[src/rtl/dvp_frame_streamer_if.sv]
// Pixel handshake and DVP video bus shared by the frame streamer and its environment.
// master: upstream buffer / video sink side; slave: the streamer itself.
interface dvp_frame_streamer_if;
  logic [15:0] s_pixel;
  logic        s_valid;
  logic        s_ready;
  logic        vsync;
  logic        href;
  logic [15:0] pixel_out;

  modport master (
    output s_pixel, s_valid,
    input  s_ready, vsync, href, pixel_out
  );

  modport slave (
    input  s_pixel, s_valid,
    output s_ready, vsync, href, pixel_out
  );
endinterface

[src/rtl/dvp_frame_streamer.sv]
// DVP-style video source: pulls RGB565 pixels over valid/ready and emits a
// vsync/href/pixel stream with fixed sync, blanking and line timing.
// Optional macro DVP_STALL_EN: a missing pixel stalls the line instead of zero-filling.
module dvp_frame_streamer #(
  parameter int unsigned IMG_WIDTH     = 640,
  parameter int unsigned IMG_HEIGHT    = 480,
  parameter int unsigned VSYNC_CYCLES  = 10,
  parameter int unsigned HBLANK_CYCLES = 5,
  parameter int unsigned VBLANK_CYCLES = 10
) (
  input  logic                clk,
  input  logic                rst_n,
  input  logic                start,
  input  logic                continuous,
  dvp_frame_streamer_if.slave bus,
  output logic                busy,
  output logic                frame_done,
  output logic                underflow
);

  localparam int unsigned PIX_W   = 16;
  localparam int unsigned COL_W   = (IMG_WIDTH  > 1) ? $clog2(IMG_WIDTH)  : 1;
  localparam int unsigned ROW_W   = (IMG_HEIGHT > 1) ? $clog2(IMG_HEIGHT) : 1;
  localparam int unsigned BLK_A   = (VSYNC_CYCLES > HBLANK_CYCLES) ? VSYNC_CYCLES : HBLANK_CYCLES;
  localparam int unsigned BLK_MAX = (BLK_A > VBLANK_CYCLES) ? BLK_A : VBLANK_CYCLES;
  localparam int unsigned CNT_W   = (BLK_MAX > 1) ? $clog2(BLK_MAX) : 1;

  typedef enum logic [2:0] {
    IDLE,
    VSYNC,
    ACTIVE,
    HBLANK,
    VBLANK
  } state_t;

  state_t             state_q, state_d;
  logic [COL_W-1:0]   col_q, col_d;
  logic [ROW_W-1:0]   row_q, row_d;
  logic [CNT_W-1:0]   cnt_q, cnt_d;
  logic               vsync_q, vsync_d;
  logic               href_q, href_d;
  logic [PIX_W-1:0]   pixel_q, pixel_d;
  logic               busy_q, busy_d;
  logic               frame_done_q, frame_done_d;
  logic               underflow_q, underflow_d;
  logic               slot_adv;

  // Upstream may hand over a pixel in every ACTIVE slot.
  assign bus.s_ready   = (state_q == ACTIVE);
  assign bus.vsync     = vsync_q;
  assign bus.href      = href_q;
  assign bus.pixel_out = pixel_q;
  assign busy          = busy_q;
  assign frame_done    = frame_done_q;
  assign underflow     = underflow_q;

  // State, counters and registered outputs.
  always_ff @(posedge clk) begin
    if (!rst_n) begin
      state_q      <= IDLE;
      col_q        <= '0;
      row_q        <= '0;
      cnt_q        <= '0;
      vsync_q      <= 1'b1;
      href_q       <= 1'b0;
      pixel_q      <= '0;
      busy_q       <= 1'b0;
      frame_done_q <= 1'b0;
      underflow_q  <= 1'b0;
    end else begin
      state_q      <= state_d;
      col_q        <= col_d;
      row_q        <= row_d;
      cnt_q        <= cnt_d;
      vsync_q      <= vsync_d;
      href_q       <= href_d;
      pixel_q      <= pixel_d;
      busy_q       <= busy_d;
      frame_done_q <= frame_done_d;
      underflow_q  <= underflow_d;
    end
  end

  // Frame sequencing; sync/busy/done are decoded from the next state so they
  // line up with the state they describe.
  always_comb begin
    state_d     = state_q;
    col_d       = col_q;
    row_d       = row_q;
    cnt_d       = cnt_q;
    underflow_d = underflow_q;
    href_d      = 1'b0;
    pixel_d     = '0;
    slot_adv    = 1'b1;

    case (state_q)
      IDLE: begin
        if (start) begin
          state_d     = VSYNC;
          cnt_d       = '0;
          underflow_d = 1'b0;
        end
      end

      VSYNC: begin
        if (cnt_q == CNT_W'(VSYNC_CYCLES - 1)) begin
          state_d = ACTIVE;
          cnt_d   = '0;
          row_d   = '0;
          col_d   = '0;
        end else begin
          cnt_d = cnt_q + CNT_W'(1);
        end
      end

      ACTIVE: begin
        if (bus.s_valid) begin
          href_d  = 1'b1;
          pixel_d = bus.s_pixel;
        end else begin
`ifdef DVP_STALL_EN
          slot_adv = 1'b0;
`else
          href_d      = 1'b1;
          underflow_d = 1'b1;
`endif
        end
        if (slot_adv) begin
          if (col_q == COL_W'(IMG_WIDTH - 1)) begin
            state_d = HBLANK;
            cnt_d   = '0;
          end else begin
            col_d = col_q + COL_W'(1);
          end
        end
      end

      HBLANK: begin
        if (cnt_q == CNT_W'(HBLANK_CYCLES - 1)) begin
          cnt_d = '0;
          if (row_q == ROW_W'(IMG_HEIGHT - 1)) begin
            state_d = VBLANK;
          end else begin
            state_d = ACTIVE;
            row_d   = row_q + ROW_W'(1);
            col_d   = '0;
          end
        end else begin
          cnt_d = cnt_q + CNT_W'(1);
        end
      end

      VBLANK: begin
        if (cnt_q == CNT_W'(VBLANK_CYCLES - 1)) begin
          cnt_d = '0;
          if (continuous) begin
            state_d     = VSYNC;
            underflow_d = 1'b0;
          end else begin
            state_d = IDLE;
          end
        end else begin
          cnt_d = cnt_q + CNT_W'(1);
        end
      end

      default: begin
        state_d = IDLE;
        cnt_d   = '0;
        col_d   = '0;
        row_d   = '0;
      end
    endcase

    vsync_d      = (state_d != VSYNC);
    busy_d       = (state_d != IDLE);
    frame_done_d = (state_d == VBLANK) && (cnt_d == CNT_W'(VBLANK_CYCLES - 1));
  end

endmodule
[src/flat_wrapper.sv]
// flat-port wrapper written by rule: the top's interface ports become plain ports
module dvp_frame_streamer_flat 
#(
  parameter int unsigned IMG_WIDTH     = 640,
  parameter int unsigned IMG_HEIGHT    = 480,
  parameter int unsigned VSYNC_CYCLES  = 10,
  parameter int unsigned HBLANK_CYCLES = 5,
  parameter int unsigned VBLANK_CYCLES = 10
)
  (clk, rst_n, start, continuous, busy, frame_done, underflow, bus_s_pixel, bus_s_valid, bus_s_ready, bus_vsync, bus_href, bus_pixel_out);
  dvp_frame_streamer_if bus_i ();
  input  logic clk;
  input  logic rst_n;
  input  logic start;
  input  logic continuous;
  output logic busy;
  output logic frame_done;
  output logic underflow;
  input wire logic [$bits(bus_i.s_pixel)-1:0] bus_s_pixel;
  input wire logic [$bits(bus_i.s_valid)-1:0] bus_s_valid;
  output wire logic [$bits(bus_i.s_ready)-1:0] bus_s_ready;
  output wire logic [$bits(bus_i.vsync)-1:0] bus_vsync;
  output wire logic [$bits(bus_i.href)-1:0] bus_href;
  output wire logic [$bits(bus_i.pixel_out)-1:0] bus_pixel_out;
  assign bus_i.s_pixel = bus_s_pixel;
  assign bus_i.s_valid = bus_s_valid;
  assign bus_s_ready = bus_i.s_ready;
  assign bus_vsync = bus_i.vsync;
  assign bus_href = bus_i.href;
  assign bus_pixel_out = bus_i.pixel_out;
  dvp_frame_streamer #(.IMG_WIDTH(IMG_WIDTH), .IMG_HEIGHT(IMG_HEIGHT), .VSYNC_CYCLES(VSYNC_CYCLES), .HBLANK_CYCLES(HBLANK_CYCLES), .VBLANK_CYCLES(VBLANK_CYCLES)) u_core (.clk(clk), .rst_n(rst_n), .start(start), .continuous(continuous), .bus(bus_i), .busy(busy), .frame_done(frame_done), .underflow(underflow));
endmodule
[config.mk]
export PLATFORM = sky130hd
export DESIGN_NAME = dvp_frame_streamer_flat
export DESIGN_NICKNAME = d
export VERILOG_FILES = /design/src/rtl/dvp_frame_streamer_if.sv /design/src/rtl/dvp_frame_streamer.sv /design/src/flat_wrapper.sv
export SDC_FILE = /design/constraint.sdc
export NUM_CORES = 1
export LEC_CHECK = 0
export BUFFER_PORTS_ARGS = -buffer_cell sky130_fd_sc_hd__buf_2
export CORE_MARGIN = 3
export CORE_UTILIZATION = 45
export CTS_BUF_LIST = sky130_fd_sc_hd__clkbuf_8 sky130_fd_sc_hd__clkbuf_16
export DETAILED_ROUTE_END_ITERATION = 8
export PLACE_DENSITY = 0.73
export SYNTH_ARGS = -nofsm -noshare
export SYNTH_HDL_FRONTEND = slang
export SYNTH_SLANG_ARGS = --single-unit
[constraint.sdc]
create_clock -name clk -period 2.3 [get_ports clk]
set_clock_uncertainty 0.05 [all_clocks]
set_input_delay 0.115 -clock clk [delete_from_list [all_inputs] [get_ports clk]]
set_output_delay 0.115 -clock clk [all_outputs]
set_load 0.02 [all_outputs]
After elaboration in Yosys (flattened, before gate mapping)
Cells that the tools add are included.
Operators by class
  add/sub/neg operators: 3
  eq/ne operators: 19
  multiplexer cells: 28
  bitwise gates (word level): 2
  reductions and logical operators: 11
Operators by type and width (count)
  10-bit two-way mux: 4
  10-bit one-hot mux with 4 select lines: 1
  9-bit two-way mux: 3
  9-bit one-hot mux with 3 select lines: 1
  3-bit two-way mux: 6
  4-bit two-way mux: 4
  4-bit one-hot mux with 4 select lines: 1
  3-bit one-hot mux with 5 select lines: 1
  10-bit by 1-bit adder with 10-bit output, second input constant: 1
  10-bit equality test, second input constant: 1
  2-bit inequality test, second input constant: 5
  5-bit AND reduction: 2
  9-bit by 1-bit adder with 9-bit output, second input constant: 1
  9-bit equality test, second input constant: 1
  4-bit equality test, second input constant: 2
  3-bit by 2-bit equality test with 1-bit output, second input constant: 2
  3-bit equality test, second input constant: 2
  1-bit two-way mux: 6
  2-bit by 1-bit inequality test with 1-bit output, second input constant: 3
  3-bit nonzero test: 2
  4-bit by 1-bit adder with 4-bit output, second input constant: 1
  4-bit by 3-bit equality test with 1-bit output, second input constant: 1
  4-bit AND reduction: 1
  2-bit OR reduction: 2
  other kinds (8): 9
Storage, ports and cells
  bits in registers: 47
  input bits: 21
  output and inout port bits: 22
  logic and storage cells: 73

Depth between registers and ports, before layout
Gate-level depths: netlist of run 1.
  word-level depth: 6
  depth in mapped cells: 8
  gate-level depth less buffers: 7

Worst setup path after synthesis of run 1
OpenSTA, ideal clock, no wires.
  path type: register to register
  start point: register u_core.state_q[1]
  end point: register u_core.pixel_q[0], in the netlist u_core.bus.pixel_out[0]
  setup time: 59 ps
  arrival time: 1890 ps
  data required time: 2191 ps
  setup slack: 301 ps
  stages on the path, launching flop included: 6
  buffers on the path: 2
  clock period less this slack: 1999 ps
  cell sequence: dfxtp_1 -> buf_4 -> nor3b_1 -> and3_1 -> clkbuf_1 -> and2_1
Between the ends
  cells in the longest elaborated chain, start to end: 2
RTL lines
  start, declared: line dvp_frame_streamer.sv:36  | state_t state_q, state_d;
  start signal, assigned: line dvp_frame_streamer.sv:71  | state_q <= state_d;
  3-bit by 2-bit equality test with 1-bit output
  net bus_s_ready: line flat_wrapper.sv:21  | output wire logic [$bits(bus_i.s_ready)-1:0] bus_s_ready;
  3-bit AND reduction (no source line)
  end signal, assigned: line dvp_frame_streamer.sv:77  | pixel_q <= pixel_d;
  end, declared: line dvp_frame_streamer.sv:42  | logic [PIX_W-1:0] pixel_q, pixel_d;
The timed path passes the listed nets, and every way through them passes these cells.
A chain may end at the register's enable or synchronous reset.

Worst setup path in the final report of run 1
  start point: register u_core.state_q[0]
  end point: register u_core.frame_done_q, in the netlist u_core.frame_done
Between the ends
  cells in the longest elaborated chain, start to end: 5
  elaborated cells between the ends (all ways): 16
  classes of those cells: eq/ne (6); mux (7); reduce/logical (3)
RTL lines
  3-bit by 1-bit equality test with 1-bit output or 3-bit equality test (tied branches): line dvp_frame_streamer.sv:96  | case (state_q)
  2-bit OR reduction (no source line)
  4-bit one-hot mux with 4 select lines: line dvp_frame_streamer.sv:96
  4-bit equality test: line dvp_frame_streamer.sv:177  | frame_done_d = (state_d == VBLANK) && (cnt_d == CNT_W'(VBLANK_CYCLES - 1));
  1-bit logical AND *: line dvp_frame_streamer.sv:177
  end signal, assigned: line dvp_frame_streamer.sv:79  | frame_done_q <= frame_done_d;
  end, declared: line dvp_frame_streamer.sv:44  | logic frame_done_q, frame_done_d;
Mark *: on every way between the ends. The rest lies on a longest branch, timed or not.

==> summary.md, run 1 <==
| Metric | Value |
|---|---|
| Worst reg2reg endpoint | u_core.frame_done |
| Flop2flop setup slack | around 0.14 ns |
| Largest net degree at the start of global routing | 19 |
| Tmin final | ~2.2 ns |
| Worst Hold End | u_core.underflow |
| GR Overflow Total | 0 |
| Worst-path cell chain | nand3b_1 > or4_1 > a21boi_0 > nand2_1 > a21oi_1 |
| Layout cells sized above 1 | 0.225 |
| Register area | approximately 940 µm² |
| Startpoint Class | flop |
| TritonCTS Sinks | 47 |
| Root Driver | clkbuf_8 |
| Max Clock Freq | roughly 460 MHz |
| Slew HR | 0.710 |
| Via count | approximately 1,800 |
| Critical Path Slowest Stage Cell | dfxtp_1 |
| CP required | 2.48 ns |
| Max clock buf depth | 2 |
| Top post-synthesis cells by area | dfxtp_1 45%, and2_1 5.7%, a21oi_1 3.3% |
| Final Instance Count excl. Fillers | around 340 |
| Core area | between 0.004 and 0.005 mm² |
| Netlist cell types | 51 |
| Max VDD drop | between 0.0003 and 0.0004 V |
| CTS tree | built |
| Yosys reg bits | 47 |
| RD Place Congestion | ~0.83 |
| Synth async-reset ratio | 0 |
| Post-route ant nets | 0 |
| Final Hold Viols | 0 |
| First-pass GRT wire length | 6910 µm |
| Leakage Power | approximately 0.0011 µW |
| Outcome | completed |
| Die H | between 70 and 80 µm |
| Rows | 24 |
| Worst path max stage delay | around 0.57 ns |
| Worst slew pin tran | approximately 0.43 ns |
| Iter 0 DRT Violations | ~130 |
| Worst setup EP type | flop |
| Syn Inst Count | between 200 and 250 |
| RSZ-0062 raised after global routing | no |
| H-tree levels | 2 |
| Number of flops mapped to enable cells by yosys | 0 |
| Crit path kind | reg2reg |
| PortBufs | 42 |
| Post-synth top flop | dfxtp_1 |
| IO Count | 43 |
| Reg clk slew, reported paths | about 0.09 ns |
| Fillers | between 300 and 400 |
| Share of the synthesized area in the top cell type | 0.448 |
| Post-Syn Nets | around 250 |
| DR vias/cell | 5.41 |
| Worst hold path cell count | 4 |
| Starting Density | 0.472 |
| Multi-input logic area | between 0.001 and 0.0015 mm² |
| HPWL after DPL | 3020 µm |
| DIE AREA | between 0.005 and 0.006 mm² |
| Hold Path Origin | bus_s_valid |
| CP bufs+invs | 0 |
| Final-report setup violation count | 0 |
| DIE WIDTH | 74.3 µm |
| Cell family with most CP delay | simple AND/OR/NAND/NOR gates |
| DRT Wirelength | between 4000 and 5000 µm |
| Placed instance count | about 320 |
| R2R cell count | 5 |
| Vias in the first global route | 1,598 |
| Clock Latency Late Sink | 0.30 ns |
| Min-Delay Path Class | in2reg |
| R2R Path Start | u_core.state_q[0] |
| Synth top cells by count | 47 x dfxtp_1, 19 x and2_1, 15 x nand2_1, 15 x nor2_1, 14 x a21oi_1 |
| Setup TNS | 0 ns |
| Synth area leader | dfxtp_1 |
| Largest fanout on the critical path | 10 |
| First drt pass iteration count | 4 |
| Cell area power density | between 500 and 600 mW/mm² |
| Mapped Area | 0.00210 mm² |
| Final Cycle Share | 0.938 |
| Synth warnings | 0 |
| Seq/Total Area, Yosys | 0.448 |
| Slew Limit Fails | 0 |
| Post-Syn Area per Cell | slightly above 9 µm² |
| P&R area growth vs syn | 25.4% |
| CTS buffer count | 5 |
| Residual DRC | 0 |
| Max-cap violations | 0 |
| WHS | roughly 0.052 ns |
| Arrival @ worst endpoint | 2.34 ns |
| Nets | between 300 and 400 |
| Most frequent cell after synthesis | dfxtp_1 |
| Wirelength per Cell | roughly 13 µm |
| Gr usage total | 0.160 |
| # diodes | 0 |
| Antenna violations before repair | 0 |
worst register-to-register path, delay by kind of cell, from the launching register on:
kind	cells	cell delay, ns
flops	1	0.57
simple gates	3	0.93
compound gates	2	0.55
power by group:
group	total [µW]	internal [µW]	switching, µW
clock	499	212	288
sequential	837	823	13.9
combinational	118	61.7	56.1
total	1450	1100	358
area by class of cell:
| cell class | instances | share of cell area |
|---|---|---|
| Sequential cell | 47 | 0.357 |
| Inverter | 2 | 0.00285 |
| Clock inverter | 3 | 0.00760 |
| Tap cell | 52 | 0.0247 |
| Timing Repair Buffer | 63 | 0.155 |
| Multi-Input combinational cell | 169 | 0.427 |
| Clock buffer | 5 | 0.0261 |
placed cells by master (no fill, tap or decap), drive strengths merged, types with 2 or more instances in the layout:
cell / n
nand3: 8
and4: 2
nand3b: 3
dlygate4sd3: 16
a21boi: 4
and2: 19
mux2i: 2
inv: 2
o21ai: 10
o211ai: 5
nand4: 5
o31ai: 3
nor3: 3
dfxtp: 47
nand2b: 4
or3: 8
nand2: 15
or4: 6
and3b: 2
a2bb2oi: 2
clkbuf: 5
nand4b: 2
xor2: 8
a21oi: 15
clkinvlp: 2
nor3b: 2
buf: 47
o2111ai: 2
ha: 5
nor2: 15
a311oi: 3
and3: 4
logic make-up (layout without fill, tap and decap cells):
| family | count (synthesis) | in the layout | synth area share |
|---|---|---|---|
| mux | 2 | 2 | 0.00954 |
| fa+ha+maj | 5 | 5 | 0.0298 |
| compound gates | 51 | 51 | 0.163 |
| simple gates | 103 | 103 | 0.288 |
| flops | 47 | 47 | 0.448 |
| xor+xnor | 8 | 8 | 0.0334 |
| buf+inv | 12 | 73 | 0.0274 |
sequential cells by signal, summed over array words and instances (netlist names):
signal / count
u_core.col_q: 10
u_core.frame_done: 1
u_core.bus.vsync: 1
u_core.busy: 1
u_core.bus.pixel_out: 16
u_core.underflow: 1
u_core.cnt_q: 4
u_core.state_q: 3
u_core.bus.href: 1
u_core.row_q: 9
metal layers:
metal,up-vias,share of wire,track usage
met5,-,0,0
met4,0,0.0098,0.0632
met3,5,0.054,0.0554
met2,42,0.47,0.245
met1,849,0.46,0.207
li1,948,-,-
repair_timing:
| action | 4_1_cts | 5_1_grt |
|---|---|---|
| hold buffers | 16 | 0 |
| hold endpoints to repair | 16 | 0 |
| resized for setup | 0 | 3 |
| endpoints found under the setup margin | 0 | 11 |
| setup buffers | 0 | 0 |
stage by stage:
step           instance area (µm²)  total power, µW  setup WS [ns]   util
2_1_floorplan                 2100              916          0.301      -
3_3_place_gp                  2360              949          0.199  0.532
3_5_place_dp                  2360              951         0.0867  0.532
4_1_cts                       2610             1470         0.0698  0.588
5_1_grt                       2630             1520         0.0257  0.593
6_report                      2630             1450          0.142  0.593
how the worst max path moves through the flow:
stage / start / endpoint / slack, ns / cells after the start
finish: u_core.state_q[0] / u_core.frame_done / 0.14 / 5
global route: u_core.cnt_q[0] / u_core.col_q[0] / 0.03 / 7
CTS: u_core.cnt_q[0] / u_core.col_q[0] / 0.07 / 7
detailed placement: u_core.cnt_q[0] / u_core.col_q[9] / 0.09 / 7
global placement: u_core.cnt_q[0] / u_core.col_q[9] / 0.20 / 7
floorplan: u_core.state_q[1] / u_core.bus.pixel_out[0] / 0.30 / 5
(Power assumes the default switching activity.)
==> inputs of run 2 (changes only) <==
==> constraint.sdc (replaced) <==
create_clock -name clk -period 2.7 [get_ports clk]
set_clock_uncertainty 0.05 [all_clocks]
set_input_delay 0.135 -clock clk [delete_from_list [all_inputs] [get_ports clk]]
set_output_delay 0.135 -clock clk [all_outputs]
set_load 0.1 [all_outputs]
==> run 2 against run 1 <==
  * Cell count shrank 1.2%
  * Clock power shrank 15%
  * Clock-buffer cell count is the same
  * Design area shrank 1.8%
  * Sequential share of layout area grew 0.66 points
  * Total power shrank 13%
  * Non-clock buffer count shrank 4
  * Register-to-register slack gained 0.24 ns
  * First-iteration DRC count shrank 15%
  * Critical path type unchanged
  * Highest routed layer unchanged
==> summary.md, run 2 (synthesis gave the netlist of run 1 again) <==
| Metric | Value |
|---|---|
| Fillers | between 300 and 400 |
| Die H | 74.3 µm |
| H-tree levels | 2 |
| TritonCTS Sinks | 47 |
| Slew Limit Fails | 0 |
| Max VDD drop | about 0.00034 V |
| Via count | ~1,800 |
| Setup bufs post-CTS | 0 |
| # diodes | 0 |
| RSZ-0062 raised after global routing | no |
| CP bufs+invs | 0 |
| IO Count | 43 |
| Min-Delay Path Class | in2reg |
| Max reg flops | 16 |
| Cell family with most CP delay | simple AND/OR/NAND/NOR gates |
| Leakage Power | 0.00106 µW |
| Starting Density | 0.472 |
| Worst setup EP type | flop |
| Layout cells sized above 1 | 0.214 |
| Final Cell Area | roughly 0.0026 mm² |
| Worst-path cell chain | nand3b_1 > or4_1 > a21boi_0 > nand2_1 > a21oi_1 |
| Antenna violations before repair | 0 |
| GR Overflow Total | 0 |
| Clock Latency Late Sink | roughly 0.31 ns |
| Outcome | completed |
| Tmin final | between 2 and 2.5 ns |
| Reg clk slew, reported paths | 0.09 ns |
| WHS | just under 0.05 ns |
| Post-route ant nets | 0 |
| DR vias/cell | roughly 5.4 |
| Worst slew pin tran | 0.483 ns |
| Rows | 24 |
| Final Cycle Share | 0.859 |
| First-pass GRT wire length | 7030 µm |
| Flop2flop setup slack | 0.38 ns |
| Placed cell areas | between 0.002 and 0.0025 mm² |
| DRT Wirelength | roughly 4500 µm |
| Nets | a little over 300 |
| HPWL after DPL | between 2000 and 3000 µm |
| Cell area power density | 488 mW/mm² |
| Vias in the first global route | between 1,500 and 2,000 |
| CP required | 2.89 ns |
| CTS tree | built |
| Wirelength per Cell | 13.2 µm |
| Commonest cells after routing, fill and taps aside | 47 x dfxtp_1, 42 x buf_2, 19 x and2_1 |
| First drt pass iteration count | 4 |
| Final-report setup violation count | 0 |
| Root Driver | clkbuf_8 |
| Iter 0 DRT Violations | 110 |
| CTS buffer count | 5 |
| Max-cap violations | 0 |
| Residual DRC | 0 |
| Worst path max stage delay | about 0.62 ns |
| Critical Path Slowest Stage Cell | dfxtp_1 |
| Pwr Total | 1260 µW |
| Max Clock Freq | around 430 MHz |
| Commonest non-fill, non-tap cell in the layout | dfxtp_1 |
| Arrival @ worst endpoint | ~2.5 ns |
| Final Hold Viols | 0 |
| Largest fanout on the critical path | 15 |
| Gr usage total | 0.164 |
| PortBufs | 42 |
| Max clock buf depth | 2 |
| Crit path kind | reg2reg |
| Startpoint Class | flop |
| RD Place Congestion | just over 0.8 |
| Slew HR | 0.676 |
| DIE WIDTH | approximately 74 µm |
| Largest net degree at the start of global routing | 19 |
| Core area | around 0.0044 mm² |
| Setup TNS | 0 ns |
| DIE AREA | roughly 0.0055 mm² |
| P&R area growth vs syn | 23.2% |
==> run 2: timing repair <==
action                     in CTS  in global routing
hold endpoints to repair       16                  0
setup endpoints to repair       0                  0
resized for setup               0                  0
hold buffers                   16                  0
==> run 2: cell type report <==
| cell class | instances | area [µm²] | share of cell area |
|---|---|---|---|
| Timing Repair Buffer | 59 | 378 | 0.146 |
| Inverter | 2 | 7.51 | 0.00290 |
| Clock buffer | 5 | 68.8 | 0.0266 |
| Sequential cell | 47 | 941 | 0.364 |
| Tap cell | 52 | 65.1 | 0.0252 |
| Multi-Input combinational cell | 169 | 1110 | 0.428 |
| Clock inverter | 3 | 20.0 | 0.00774 |
==> run 2: final timing paths <==
| kind | startpoint | end | cells past startpoint |
|---|---|---|---|
| setup / recovery | u_core.state_q[1] | u_core.frame_done | 5 |
| hold / removal | bus_s_valid | u_core.underflow | 4 |
| setup reg to reg | u_core.state_q[1] | u_core.frame_done | 5 |
| hold reg to reg | u_core.col_q[9] | u_core.col_q[9] | 2 |
==> run 2: worst reg2reg max path, cell delays in order, from the launching register on <==
cell	delay, ns
dfxtp_1	0.62
nand3b_1	0.38
or4_1	0.60
a21boi_0	0.38
nand2_1	0.10
a21oi_1	0.11
==> run 2: where the power goes <==
part / internal, µW / switching [µW] / leakage (µW) / total [µW]
sequential: 701 / 10.6 / 0.000380 / 712
clock: 180 / 243 / 0.0000402 / 423
combinational: 52.4 / 74.1 / 0.000640 / 126
total: 934 / 328 / 0.00106 / 1260
==> run 2: stage by stage <==
stage	std cells	setup slack (ns)	utilization
2_1_floorplan	228	0.0434	-
3_3_place_gp	313	0.437	0.526
3_5_place_dp	313	0.421	0.526
4_1_cts	337	0.379	0.582
5_1_grt	337	0.104	0.582
6_report	337	0.381	0.582
==> run 2: metal layers <==
metal | up-vias | GRT usage | wire, µm
met3 | 6 | 0.0365 | 203
met2 | 36 | 0.255 | 2140
met4 | 0 | 0.0534 | 50
met5 | - | 0 | 0
met1 | 839 | 0.226 | 2060
li1 | 942 | - | -
==> inputs of run 3 (changes only) <==
==> constraint.sdc (replaced) <==
create_clock -name clk -period 2.4 [get_ports clk]
set_clock_uncertainty 0.05 [all_clocks]
set_input_delay 0.12 -clock clk [delete_from_list [all_inputs] [get_ports clk]]
set_output_delay 0.12 -clock clk [all_outputs]
set_load 0.1 [all_outputs]
==> run 3 against run 2 <==
  * Design area up 1.5%
  * Clock-buffer cell count unchanged
  * Register-to-register slack worse by 0.12 ns
  * Core utilization is 0.84 points higher
  * Flip-flop and latch count unchanged
  * Maximum frequency increased by 8.4%
  * Die area unchanged
  * Critical path depth up 2
  * Via count grew 2.1%
  * Non-clock buffer count rose by 3
==> summary.md, run 3 (synthesis gave the netlist of run 1 again) <==
| Metric | Value |
|---|---|
| Outcome | completed |
| Max-cap violations | 0 |
| Tmin final | roughly 2.1 ns |
| WHS | between 0.07 and 0.08 ns |
| Leakage Power | roughly 0.0011 µW |
| Largest fanout on the critical path | 18 |
| Iter 0 DRT Violations | between 90 and 100 |
| Slew HR | 0.671 |
| Max Clock Freq | approximately 470 MHz |
| P&R area growth vs syn | 25.0% |
| Starting Density | 0.472 |
| GR Overflow Total | 0 |
| Layout cells sized above 1 | 0.226 |
| TritonCTS Sinks | 47 |
| Crit path kind | reg2reg |
| Slew Limit Fails | 0 |
| Arrival @ worst endpoint | 2.33 ns |
| DR vias/cell | about 5.5 |
| Cell area power density | 545 mW/mm² |
| Max clock buf depth | 2 |
| Final-report setup violation count | 0 |
| Largest net degree at the start of global routing | 19 |
| Vias in the first global route | approximately 1,700 |
| DRT Wirelength | between 4000 and 5000 µm |
| Rows | 24 |
| Min-Delay Path Class | in2reg |
| IO Count | 43 |
| Die H | between 70 and 80 µm |
| CP required | 2.59 ns |
| Setup TNS | 0 ns |
| Via count | 1,862 |
| Setup bufs post-CTS | 0 |
| Root Driver | clkbuf_8 |
| First drt pass iteration count | 4 |
| Antenna violations before repair | 0 |
| RD Place Congestion | just under 0.9 |
| Worst slew pin tran | 0.497 ns |
| DIE AREA | 0.00552 mm² |
| Gr usage total | 0.175 |
| Core area | about 0.0044 mm² |
| Post-route ant nets | 0 |
| Hold Path Origin | bus_s_valid |
| HPWL after DPL | approximately 3000 µm |
| CTS buffer count | 5 |
| Startpoint Class | flop |
| RSZ-0062 raised after global routing | no |
| R2R Path Start | u_core.cnt_q[0] |
| First-pass GRT wire length | roughly 7600 µm |
| Crit path launch | u_core.cnt_q[0] |
| DIE WIDTH | between 70 and 80 µm |
| Worst setup EP type | flop |
| Commonest cells after routing, fill and taps aside | 47 x dfxtp_1, 42 x buf_2, 19 x and2_1 |
| Reg clk slew, reported paths | ~0.090 ns |
| Residual DRC | 0 |
| # diodes | 0 |
| Clock Latency Late Sink | roughly 0.3 ns |
| Nets | around 310 |
| Max VDD drop | 0.000468 V |
| CTS tree | built |
| H-tree levels | 2 |
| Commonest non-fill, non-tap cell in the layout | dfxtp_1 |
| Max reg flops | 16 |
| PortBufs | between 40 and 50 |
| Final Cycle Share | 0.891 |
| Final Hold Viols | 0 |
| Wirelength per Cell | ~13 µm |
==> run 3: cell count changes in the layout (fill, tap and decap cells not counted), sizes merged <==
cell / change
buf: +3
clkinv: +1
clkinvlp: -1
==> run 3: final timing paths <==
kind | to | slack, ns | cells after the start
max | u_core.col_q[5] | 0.26 | 7
min | u_core.underflow | 0.08 | 4
max reg2reg | u_core.col_q[5] | 0.26 | 7
min reg2reg | u_core.underflow | 0.42 | 2
==> run 3: timing repair <==
| item | 4_1_cts | 5_1_grt |
|---|---|---|
| gates resized for setup | 0 | 1 |
| endpoints found under the setup margin | 0 | 2 |
| endpoints found under the hold margin | 16 | 0 |
| hold buffers | 16 | 0 |
==> run 3: worst max-delay path, cell delays in order (launching register included) <==
cell       delay, ns
dfxtp_1         0.39
inv_1           0.10
ha_1            0.16
and3b_1         0.23
a2bb2oi_2       0.19
nand3_2         0.27
or4_1           0.55
a21oi_1         0.14
==> run 3: final cells by class <==
class,instances,area (µm²)
tap,52,65.1
timing repair buffer,62,400
inverter,2,7.51
clock inverter,3,25.0
fill,398,1820
clock buffer,5,68.8
multi-input combinational,169,1120
sequential,47,941
==> run 3: where the power goes <==
group / internal, µW / switching, µW
Sequential: 789 / 11.6
Combinational: 59.0 / 86.4
Clock: 208 / 276
==> run 3: per-stage QoR <==
stage | setup slack (ns) | power [µW] | util | instance area (µm²) | std cells
detailed placement | 0.236 | 940 | 0.532 | 2370 | 316
CTS | 0.225 | 1440 | 0.590 | 2620 | 340
floorplan | 0.165 | 908 | - | 2110 | 228
finish | 0.261 | 1430 | 0.590 | 2620 | 340
global placement | 0.284 | 940 | 0.532 | 2370 | 316
global route | 0.0801 | 1490 | 0.590 | 2620 | 340
==> run 3: routing by layer <==
metal,share of wire,track usage
met3,0.048,0.0378
met1,0.46,0.251
met5,0,0
met4,0.019,0.0632
met2,0.48,0.259
